<file path="config.mk">
export PLATFORM = sky130hd
export DESIGN_NAME = lsu_mem_ctrl
export DESIGN_NICKNAME = d
export VERILOG_FILES = /design/src/rtl/lsu_pkg.sv /design/src/rtl/lsu_align.sv /design/src/rtl/lsu_mem_ctrl.sv
export SDC_FILE = /design/constraint.sdc
export NUM_CORES = 1
export LEC_CHECK = 0
export ABC_AREA = 1
export BUFFER_PORTS_ARGS = -buffer_cell sky130_fd_sc_hd__buf_2
export CORE_MARGIN = 1
export CORE_UTILIZATION = 30
export DETAILED_ROUTE_END_ITERATION = 8
export RECOVER_POWER = 100
export SYNTH_ARGS = -nofsm -noshare
export SYNTH_HDL_FRONTEND = slang
export SYNTH_SLANG_ARGS = --single-unit
</file>
<file path="constraint.sdc">
create_clock -name clk -period 2.1 [get_ports clk]
set_input_delay 0.21 -clock clk [delete_from_list [all_inputs] [get_ports clk]]
set_output_delay 0.21 -clock clk [all_outputs]
set_load 0.01 [all_outputs]
</file>
<file path="src/rtl/lsu_pkg.sv">
// Shared types and encodings for the load/store unit: FSM states,
// RISC-V load/store funct3 values and error codes.
package lsu_pkg;

  typedef enum logic [1:0] {
    IDLE = 2'b00,
    REQ  = 2'b01,
    DONE = 2'b10,
    ERR  = 2'b11
  } lsu_state_t;

  localparam logic [2:0] F3_B  = 3'b000;
  localparam logic [2:0] F3_H  = 3'b001;
  localparam logic [2:0] F3_W  = 3'b010;
  localparam logic [2:0] F3_BU = 3'b100;
  localparam logic [2:0] F3_HU = 3'b101;

  localparam logic [1:0] ERR_NONE     = 2'b00;
  localparam logic [1:0] ERR_MISALIGN = 2'b01;
  localparam logic [1:0] ERR_TIMEOUT  = 2'b10;
  localparam logic [1:0] ERR_ILLEGAL  = 2'b11;

endpackage

</file>
<file path="src/rtl/lsu_align.sv">
// Combinational lane logic: legality/alignment decode, byte enables,
// store-data replication and sign/zero extension of load data.
module lsu_align
  import lsu_pkg::*;
(
  input  logic [2:0]  funct3,
  input  logic        we,
  input  logic [1:0]  addr,
  input  logic [31:0] wdata,
  input  logic [31:0] rdata_raw,
  output logic [3:0]  be,
  output logic [31:0] wdata_rep,
  output logic [31:0] rdata_ext,
  output logic        illegal,
  output logic        misaligned
);

  logic [7:0]  byte_lane [4];
  logic [15:0] half_lane [2];
  logic [7:0]  sel_byte;
  logic [15:0] sel_half;

  genvar gi;
  generate
    for (gi = 0; gi < 4; gi++) begin : g_byte
      assign byte_lane[gi] = rdata_raw[8*gi +: 8];
    end
    for (gi = 0; gi < 2; gi++) begin : g_half
      assign half_lane[gi] = rdata_raw[16*gi +: 16];
    end
  endgenerate

  // Halfword accesses are only extracted once aligned, so addr[1] picks the half.
  assign sel_byte = byte_lane[addr];
  assign sel_half = half_lane[addr[1]];

  always_comb begin
    illegal = 1'b1;
    case (funct3)
      F3_B, F3_H, F3_W: illegal = 1'b0;
      F3_BU, F3_HU:     illegal = we;
      default:          illegal = 1'b1;
    endcase
  end

  always_comb begin
    misaligned = 1'b0;
    case (funct3)
      F3_H, F3_HU: misaligned = addr[0];
      F3_W:        misaligned = |addr;
      default:     misaligned = 1'b0;
    endcase
  end

  always_comb begin
    be = 4'b1111;
    if (we) begin
      case (funct3[1:0])
        2'b00:   be = 4'b0001 << addr;
        2'b01:   be = 4'b0011 << addr;
        default: be = 4'b1111;
      endcase
    end
  end

  always_comb begin
    wdata_rep = wdata;
    case (funct3[1:0])
      2'b00:   wdata_rep = {4{wdata[7:0]}};
      2'b01:   wdata_rep = {2{wdata[15:0]}};
      default: wdata_rep = wdata;
    endcase
  end

  always_comb begin
    rdata_ext = rdata_raw;
    case (funct3)
      F3_B:    rdata_ext = {{24{sel_byte[7]}}, sel_byte};
      F3_H:    rdata_ext = {{16{sel_half[15]}}, sel_half};
      F3_BU:   rdata_ext = {24'd0, sel_byte};
      F3_HU:   rdata_ext = {16'd0, sel_half};
      default: rdata_ext = rdata_raw;
    endcase
  end

endmodule

</file>
<file path="src/rtl/lsu_mem_ctrl.sv">
// Load/store unit: turns a core load/store into a valid/ready bus access,
// stalling the core until the access completes, errors or times out.
module lsu_mem_ctrl
  import lsu_pkg::*;
#(
  parameter int TIMEOUT = 16
) (
  input  logic        clk,
  input  logic        reset,
  input  logic        req_valid,
  input  logic        req_we,
  input  logic [2:0]  req_funct3,
  input  logic [31:0] req_addr,
  input  logic [31:0] req_wdata,
  output logic        stall,
  output logic [31:0] rdata,
  output logic        err,
  output logic [1:0]  err_code,
  output logic        mem_valid,
  input  logic        mem_ready,
  output logic        mem_we,
  output logic [3:0]  mem_be,
  output logic [31:0] mem_addr,
  output logic [31:0] mem_wdata,
  input  logic [31:0] mem_rdata
);

  localparam int CW = $clog2(TIMEOUT);
  localparam logic [CW-1:0] CNT_LAST = CW'(TIMEOUT - 1);

  lsu_state_t state_reg, state_next;

  logic [CW-1:0] cnt_reg;
  logic [31:0]   addr_reg;
  logic [3:0]    be_reg;
  logic [31:0]   wdata_reg;
  logic          we_reg;
  logic [2:0]    f3_reg;
  logic [31:0]   rdata_reg;
  logic [1:0]    err_code_reg;

  logic [2:0]  al_funct3;
  logic        al_we;
  logic [1:0]  al_addr;
  logic [3:0]  al_be;
  logic [31:0] al_wdata_rep;
  logic [31:0] al_rdata_ext;
  logic        al_illegal;
  logic        al_misaligned;
  logic        timeout_hit;

  // One align instance serves both phases: live request in IDLE, captured one later.
  assign al_funct3 = (state_reg == IDLE) ? req_funct3    : f3_reg;
  assign al_we     = (state_reg == IDLE) ? req_we        : we_reg;
  assign al_addr   = (state_reg == IDLE) ? req_addr[1:0] : addr_reg[1:0];

  lsu_align u_align (
    .funct3     (al_funct3),
    .we         (al_we),
    .addr       (al_addr),
    .wdata      (req_wdata),
    .rdata_raw  (mem_rdata),
    .be         (al_be),
    .wdata_rep  (al_wdata_rep),
    .rdata_ext  (al_rdata_ext),
    .illegal    (al_illegal),
    .misaligned (al_misaligned)
  );

  assign timeout_hit = (cnt_reg == CNT_LAST);

  always_ff @(posedge clk) begin
    if (!reset) begin
      state_reg <= IDLE;
    end else begin
      state_reg <= state_next;
    end
  end

  always_comb begin
    state_next = state_reg;
    case (state_reg)
      IDLE: begin
        if (req_valid) begin
          state_next = (al_illegal || al_misaligned) ? ERR : REQ;
        end
      end
      REQ: begin
        if (mem_ready) begin
          state_next = DONE;
        end else if (timeout_hit) begin
          state_next = ERR;
        end
      end
      DONE:    state_next = IDLE;
      ERR:     state_next = IDLE;
      default: state_next = IDLE;
    endcase
  end

  always_ff @(posedge clk) begin
    if (!reset) begin
      cnt_reg      <= '0;
      addr_reg     <= '0;
      be_reg       <= '0;
      wdata_reg    <= '0;
      we_reg       <= 1'b0;
      f3_reg       <= '0;
      rdata_reg    <= '0;
      err_code_reg <= ERR_NONE;
    end else begin
      case (state_reg)
        IDLE: begin
          cnt_reg <= '0;
          if (req_valid) begin
            if (al_illegal) begin
              err_code_reg <= ERR_ILLEGAL;
            end else if (al_misaligned) begin
              err_code_reg <= ERR_MISALIGN;
            end else begin
              addr_reg     <= req_addr;
              be_reg       <= al_be;
              wdata_reg    <= al_wdata_rep;
              we_reg       <= req_we;
              f3_reg       <= req_funct3;
              err_code_reg <= ERR_NONE;
            end
          end
        end
        REQ: begin
          cnt_reg <= cnt_reg + CW'(1);
          if (mem_ready) begin
            rdata_reg <= we_reg ? 32'd0 : al_rdata_ext;
          end else if (timeout_hit) begin
            err_code_reg <= ERR_TIMEOUT;
          end
        end
        default: cnt_reg <= '0;
      endcase
    end
  end

  always_comb begin
    stall     = 1'b0;
    mem_valid = 1'b0;
    err       = 1'b0;
    err_code  = ERR_NONE;
    rdata     = 32'd0;
    case (state_reg)
      IDLE: stall = req_valid;
      REQ: begin
        stall     = 1'b1;
        mem_valid = 1'b1;
      end
      DONE: rdata = rdata_reg;
      ERR: begin
        err      = 1'b1;
        err_code = err_code_reg;
      end
      default: stall = 1'b0;
    endcase
  end

  assign mem_we    = we_reg;
  assign mem_be    = be_reg;
  assign mem_addr  = {addr_reg[31:2], 2'b00};
  assign mem_wdata = wdata_reg;

endmodule

</file>
==> results of run 1 <==
==> cell usage after synthesis <==
cell type | n | area share (%)
buf_4 | 32 | 3.9
dfxtp_1 | 112 | 37
o211ai_1 | 9 | 1.1
nand4_1 | 5 | 0.51
nand2_2 | 5 | 0.51
nand2_1 | 299 | 18
inv_2 | 4 | 0.24
nand3_4 | 1 | 0.29
nor4_1 | 1 | 0.10
or2_2 | 14 | 1.4
nand3_2 | 2 | 0.33
nand3_1 | 22 | 1.8
nor2_4 | 2 | 0.37
o21ai_2 | 1 | 0.14
nor2_2 | 1 | 0.10
buf_1 | 2 | 0.12
o21ai_1 | 3 | 0.24
clkinv_1 | 1 | 0.061
o21ai_0 | 48 | 3.9
nor2_1 | 200 | 12
ha_1 | 1 | 0.20
o21bai_1 | 1 | 0.12
clkbuf_1 | 22 | 1.3
buf_8 | 1 | 0.24
buf_6 | 8 | 1.5
inv_1 | 159 | 9.7
buf_2 | 13 | 1.1
conb_1 | 1 | 0.061
nor3b_1 | 1 | 0.12
a21oi_1 | 42 | 3.4
==> cells by family after synthesis <==
kind of cell,count (synthesis),share of synthesized area (%)
buffers and inverters,242,18.2
AOI/OAI and AO/OA,104,8.95
DFF,112,36.5
adders and majority gates,1,0.204
and+or+nand+nor,553,36.1
other,1,0.0611
==> per-layer routing <==
metal / part of all wire, % / global-route usage, % / vias to the layer above / routed length [µm]
met5: 0.095 / 0 / - / 17
met4: 1.0 / 4.68 / 2 / 182
met3: 7.0 / 4.97 / 12 / 1250
met2: 45 / 26.2 / 160 / 8040
met1: 47 / 21.8 / 2714 / 8420
li1: - / - / 3312 / -
==> per-stage QoR <==
| step | hold WS, ns | area [µm²] | util (%) |
|---|---|---|---|
| 2_1_floorplan | 0.345 | 6140 | - |
| 3_3_place_gp | 0.428 | 7230 | 36.6 |
| 3_5_place_dp | 0.436 | 7230 | 36.6 |
| 4_1_cts | 0.0594 | 7570 | 38.2 |
| 5_1_grt | 0.0678 | 7530 | 38.1 |
| 6_report | 0.0710 | 7530 | 38.1 |
==> cell type report <==
class / instances / area [µm²] / area share [%]
Clock inverter: 4 / 76.3 / 1.01
Clock buffer: 12 / 256 / 3.41
Inverter: 164 / 616 / 8.17
Sequential cell: 112 / 2240 / 29.8
Timing Repair Buffer: 236 / 1210 / 16.1
Multi-Input combinational cell: 661 / 2800 / 37.1
Tap cell: 265 / 332 / 4.40
Antenna cell: 1 / 2.50 / 0.0332
==> power breakdown <==
group          total, mW  switching (mW)  internal [mW]
Clock               1.95           0.838           1.12
Sequential          2.83           0.233           2.60
Combinational       3.63            2.35           1.28
==> worst reg2reg max path: cells and delay by family (launching register included) <==
| family | cells | cell delay, ns |
|---|---|---|
| AOI/OAI and AO/OA | 2 | 0.40 |
| DFF | 1 | 0.41 |
| buffers and inverters | 4 | 0.52 |
| and+or+nand+nor | 6 | 0.46 |
==> what timing repair did <==
action                     CTS  global route
resized for setup            0             3
buffers inserted             0             6
setup endpoints to repair    0            83
==> how the worst max path moves through the flow <==
stage	to	slack, ns	cells past startpoint
2_1_floorplan	rdata_reg[5]	0.40	9
3_3_place_gp	rdata_reg[20]	0.13	8
3_5_place_dp	rdata_reg[28]	0.09	8
4_1_cts	rdata_reg[28]	0.07	8
5_1_grt	rdata_reg[15]	0.02	10
6_report	addr_reg[20]	0.19	12
==> qor.log, run 1 <==
qor: flow_run.max_cap_violations 0
qor: worst_setup_path.r2r_slack 0.19 ns
qor: sta.setup_repair_after_global_routing_missed_its_margin no
qor: sta.timing.final.crit_share 90.7%
qor: worst_setup_path.required 2.35 ns
qor: pwr.power.density_cell_area 1120 nW/µm²
qor: yosys.yosys_warnings 0
qor: die.fp.coreArea 19800 µm²
qor: worst_setup_path.cpLargestDelayFamily buffers and inverters
qor: worst_hold_path.hold_depth 3
qor: yosys.synthesis.area 6140 µm²
qor: die.chipHeight 145 µm
qor: global_routing.grt_first_pass_wirelength 28200 µm
qor: pwr.power_leakage 3.81 nW
qor: sta.setup_ws 0.195 ns
qor: die.width_of_the_die 145 µm
qor: worst_setup_path.critical_path_buf_inv_count 4
qor: sta.tns 0 ns
qor: yosys.synthDistinctLibCells 30
qor: worst_setup_path.cp_slowest_cell dfxtp_1
qor: cts.clk_root_buffer_cell clkbuf_16
qor: finish.stdcell_count 1455
qor: pwr.max-vdd-ir-drop 524 µV
qor: worst_setup_path.worstSetupEndpointType flip-flop
qor: route.firstDrtPassIters 5
qor: placement.post-dp-hpwl 12400 µm
qor: sta.worst_pin_slew 0.976 ns
qor: worst_setup_path.regToRegEndpoint addr_reg[20]
qor: cts.cts_made_buffers 9
qor: yosys.synth.ff_latch_count 112
qor: worst_setup_path.delay_of_the_slowest_critical_path_stage 0.41 ns
qor: route.number_of_design_rule_violations_left_after_detail_routing 0
qor: die.ioPinCount 210
qor: route.dr_total_vias 6200
qor: sta.setup-violations-final 0
qor: route.ant_nets 0
qor: cts.tritoncts_num_sinks 112
qor: global_routing.track_usage 16.6%
qor: sta.finalCriticalPeriod 1.91 ns
qor: route.viasPerCell 4.26
qor: sta.timing.slew.headroom 34.5%
qor: yosys.synthesis.area_per_instance 6.06 µm²
qor: cts.hold_buffer_count_at_cts 0
qor: yosys.synth_seq_area_share 36.5%
qor: status.outcome finished clean
qor: die.starting_density_of_the_core 31.0%
qor: sta.clock-skew-final 0.00806 ns
qor: route.routed_wl 17900 µm
qor: die.fp-row-count 51
qor: global_routing.grt_overflow 0
qor: finish.final_net_count 1289
qor: global_routing.grt_antenna_before_repair 1
qor: worst_setup_path.crit_path_cell_trace nor2_4 -> buf_4 -> o21ai_2 -> o21ai_1 -> nand2_1 -> inv_2 -> nand3_4 -> buf_4 -> buf_12 -> nand2_1 -> nand2_1 -> nor2_1
qor: worst_hold_path.holdCritStartpoint req_addr[7]
qor: sta.fmax 525 MHz
qor: global_routing.first_global_vias 5591
qor: worst_setup_path.timing.rr.start state_reg[1]
qor: finish.syn2layout_area_growth 22.7%
qor: sta.hold_viol 0
qor: placement.finalWeightedCongestion 0.800
qor: cts.clock_latency 0.36 ns
qor: route.wl_per_cell 12.3 µm
qor: worst_setup_path.cp_dominant_cell_by_count nand2_1
qor: yosys.count_of_mapped_cells_out_of_synthesis 1013
qor: worst_setup_path.worst-path-max-fanout 34
qor: finish.final_common_cell nand2_1
qor: worst_setup_path.cp_data_arrival_time 2.15 ns
qor: finish.layout.filler_cells 2251
qor: placement.placement.io_buffers 207
qor: sta.finalMaxSlewViolations 0
qor: cts.h_tree_depth 3
qor: worst_setup_path.crit_type reg2reg
qor: die.die-area 21000 µm²
qor: global_routing.maximum_number_of_pins_on_one_net_before_global_route_repair 76
qor: worst_setup_path.r2r_cells 12
qor: cts.ctsLongestPathBuffers 2
qor: placement.placement.setup.worst_slack 0.0856 ns
qor: worst_hold_path.worst_hold_path_type in2reg
qor: finish.layout-drive-gt1-share 14.9%
qor: worst_setup_path.setup.worst_path.start state_reg[1]
qor: finish.layout.cells.most_common_list 299 x nand2_1, 200 x nor2_1, 159 x inv_1, 111 x dfxtp_1, 106 x clkbuf_1
qor: pwr.total_power 8.41 mW
qor: cts.cts_tree yes
qor: worst_hold_path.min_to addr_reg[7]
qor: placement.post-place-cells 1428
qor: cts.clk_pin_slew_worst_paths 0.07 ns
qor: worst_setup_path.critPathLaunchType flip-flop
qor: route.drt-initial-drc-count 332
Power figures use the tool's default switching activity.
==> run 2: changes to the inputs <==
CAP_MARGIN = 20   (was default)
CORE_UTILIZATION = 51   (was 30)
PLACE_DENSITY = 0.81   (was default)
==> qor.log, run 2 (synthesis results as in run 1) <==
qor: status.outcome finished, violations left [was finished clean]
qor: status.failing_checks DRC
qor: cts.clock_latency 0.36 ns [about the same]
qor: global_routing.grt_antenna_before_repair 0 [was 1]
qor: finish.layout-drive-gt1-share 14.5% [was 14.9%]
qor: worst_setup_path.regToRegEndpoint err_code_reg[1] [was addr_reg[20]]
qor: global_routing.track_usage 25.1% [was 16.6%]
qor: worst_setup_path.r2r_slack 0.17 ns [was 0.19 ns]
qor: global_routing.grtUsageMet2 41.9% [was 26.2%]
qor: sta.clock-skew-final 0.00980 ns [was 0.00806 ns]
qor: cts.hold_buffer_count_at_cts 0 [unchanged]
qor: cts.tritoncts_num_sinks 112 [unchanged]
qor: placement.post-dp-hpwl 10800 µm [was 12400 µm]
qor: route.number_of_design_rule_violations_left_after_detail_routing 13 [was 0]
qor: global_routing.first_global_vias 5687 [was 5591]
qor: worst_hold_path.holdCritStartpoint req_addr[26] [was req_addr[7]]
qor: die.die-area 12500 µm² [was 21000 µm²]
qor: worst_setup_path.worst-path-max-fanout 34 [unchanged]
qor: global_routing.grt_first_pass_wirelength 25600 µm [was 28200 µm]
qor: sta.timing.slew.headroom 34.2% [was 34.5%]
qor: route.drt-initial-drc-count 380 [was 332]
qor: finish.layout.cells.most_common_list 297 x nand2_1, 200 x nor2_1, 158 x inv_1, 111 x dfxtp_1, 107 x buf_2 [was 299 x nand2_1, 200 x nor2_1, 159 x inv_1, 111 x dfxtp_1, 106 x clkbuf_1]
qor: placement.placement.setup.worst_slack 0.138 ns [was 0.0856 ns]
qor: worst_setup_path.timing.rr.start state_reg[1] [unchanged]
qor: die.fp.coreArea 11600 µm² [was 19800 µm²]
qor: sta.finalCriticalPeriod 1.93 ns [was 1.91 ns]
qor: pwr.max-vdd-ir-drop 651 µV [was 524 µV]
qor: worst_hold_path.min_to addr_reg[26] [was addr_reg[7]]
qor: sta.hold_ws 0.0760 ns [was 0.0710 ns]
qor: pwr.power_leakage 3.72 nW [was 3.81 nW]
qor: route.viasPerCell 4.69 [was 4.26]
qor: sta.timing.final.crit_share 91.9% [was 90.7%]
qor: cts.cts_setup_buffers 0 [unchanged]
qor: die.fp-row-count 39 [was 51]
qor: worst_hold_path.worst_hold_path_type in2reg [unchanged]
qor: sta.fmax 518 MHz [was 525 MHz]
qor: worst_setup_path.worstSetupEndpointType flip-flop [unchanged]
qor: cts.clk_root_buffer_cell clkbuf_16 [unchanged]
qor: worst_setup_path.r2r_cells 8 [was 12]
qor: finish.ant_diodes 0 [was 1]
qor: worst_setup_path.cp_data_arrival_time 2.21 ns [was 2.15 ns]
qor: flow_run.max_cap_violations 0 [unchanged]
qor: die.chipHeight 112 µm [was 145 µm]
qor: cts.ctsLongestPathBuffers 2 [unchanged]
qor: sta.hold_viol 0 [unchanged]
qor: pwr.power.density_cell_area 1120 nW/µm² [about the same]
qor: finish.final_net_count 1274 [was 1289]
qor: global_routing.global_route.usage.met1 30.8% [was 21.8%]
qor: sta.finalMaxSlewViolations 0 [unchanged]
qor: worst_setup_path.required 2.38 ns [was 2.35 ns]
qor: worst_setup_path.crit_type reg2reg [unchanged]
qor: route.firstDrtPassIters 6 [was 5]
qor: cts.cts_tree yes [unchanged]
qor: cts.cts_made_buffers 9 [unchanged]
qor: route.wl_per_cell 11.6 µm [was 12.3 µm]
qor: sta.setup-violations-final 0 [unchanged]
qor: global_routing.grt_overflow 0 [unchanged]
qor: cts.h_tree_depth 3 [unchanged]
qor: sta.worst_pin_slew 0.980 ns [was 0.976 ns]
qor: die.starting_density_of_the_core 53.1% [was 31.0%]
qor: die.ioPinCount 210 [unchanged]
qor: finish.final_common_cell nand2_1 [unchanged]
qor: route.routed_wl 15300 µm [was 17900 µm]
qor: die.width_of_the_die 112 µm [was 145 µm]
qor: route.dr_total_vias 6172 [was 6200]
qor: pwr.total_power 8.06 mW [was 8.41 mW]
qor: sta.setup_repair_after_global_routing_missed_its_margin yes [was no]
qor: sta.setup_ws 0.170 ns [was 0.195 ns]
qor: global_routing.grt_util_met3 7.95% [was 4.97%]
qor: global_routing.top_usage_layer met2 [unchanged]
qor: global_routing.maximum_number_of_pins_on_one_net_before_global_route_repair 75 [was 76]
qor: placement.finalWeightedCongestion 0.827 [was 0.800]
qor: route.ant_nets 0 [unchanged]
qor: cts.clk_pin_slew_worst_paths 0.07 ns [about the same]
qor: finish.syn2layout_area_growth 17.7% [was 22.7%]
qor: placement.placement.io_buffers 207 [unchanged]
qor: worst_hold_path.hold_depth 3 [unchanged]
qor: worst_setup_path.critPathLaunchType flip-flop [unchanged]
## run 2: area by class of cell
class | count | area (µm²)
fillers | 1200 | 4340
well taps | 143 | 179
repair buffers | 222 | 1060
multi-input cells | 660 | 2800
clock buffers | 10 | 229
clock inverters | 6 | 92.6
inverters | 164 | 619
flip-flops and latches | 112 | 2240
## run 2: worst max path at each step
| stage | startpoint | to | slack (ns) | cells past startpoint |
|---|---|---|---|---|
| after floorplan | state_reg[0] | rdata_reg[5] | 0.40 | 9 |
| after global placement | state_reg[0] | mem_wdata[28] | 0.20 | 11 |
| after detailed placement | state_reg[0] | mem_wdata[3] | 0.14 | 11 |
| after CTS | state_reg[0] | mem_wdata[3] | 0.12 | 11 |
| after global routing | state_reg[1] | mem_wdata[29] | -0.01 | 14 |
| final | state_reg[1] | err_code_reg[1] | 0.17 | 8 |
## run 2: repair_timing
action / 4_1_cts / 5_1_grt
endpoints found under the hold margin: 0 / 0
endpoints found under the setup margin: 0 / 80
gates resized for setup: 0 / 6
## run 2: power by group
| group | leakage [nW] | total, mW | switching [mW] | internal (mW) |
|---|---|---|---|---|
| clock network | 0.149 | 1.86 | 0.808 | 1.05 |
| registers | 0.915 | 2.83 | 0.232 | 2.60 |
| logic | 2.66 | 3.37 | 2.24 | 1.13 |
| total | 3.72 | 8.06 | 3.28 | 4.79 |
## run 2: stage by stage
step	setup TNS (ns)	cells	cell area, µm²	util [%]
2_1_floorplan	0	1014	6140	-
3_3_place_gp	0	1301	7010	60.6
3_5_place_dp	0	1301	7010	60.6
4_1_cts	0	1317	7330	63.4
5_1_grt	-0.0356	1317	7220	62.4
6_report	0	1317	7220	62.4
## run 2: critical path, stage by stage, from the launching register on
cell and delay [ns]:
dfxtp_1 0.43, buf_4 0.17, nor2_1 0.08, nand2_2 0.08, clkbuf_2 0.58, o211ai_1 0.23
nand2_1 0.12, nand2_1 0.06, a21oi_1 0.12
## run 2: routing by layer
layer / vias up / wire (µm)
met2: 202 / 7010
li1: 3271 / -
met3: 21 / 1260
met4: 0 / 281
met5: - / 0
met1: 2678 / 6740
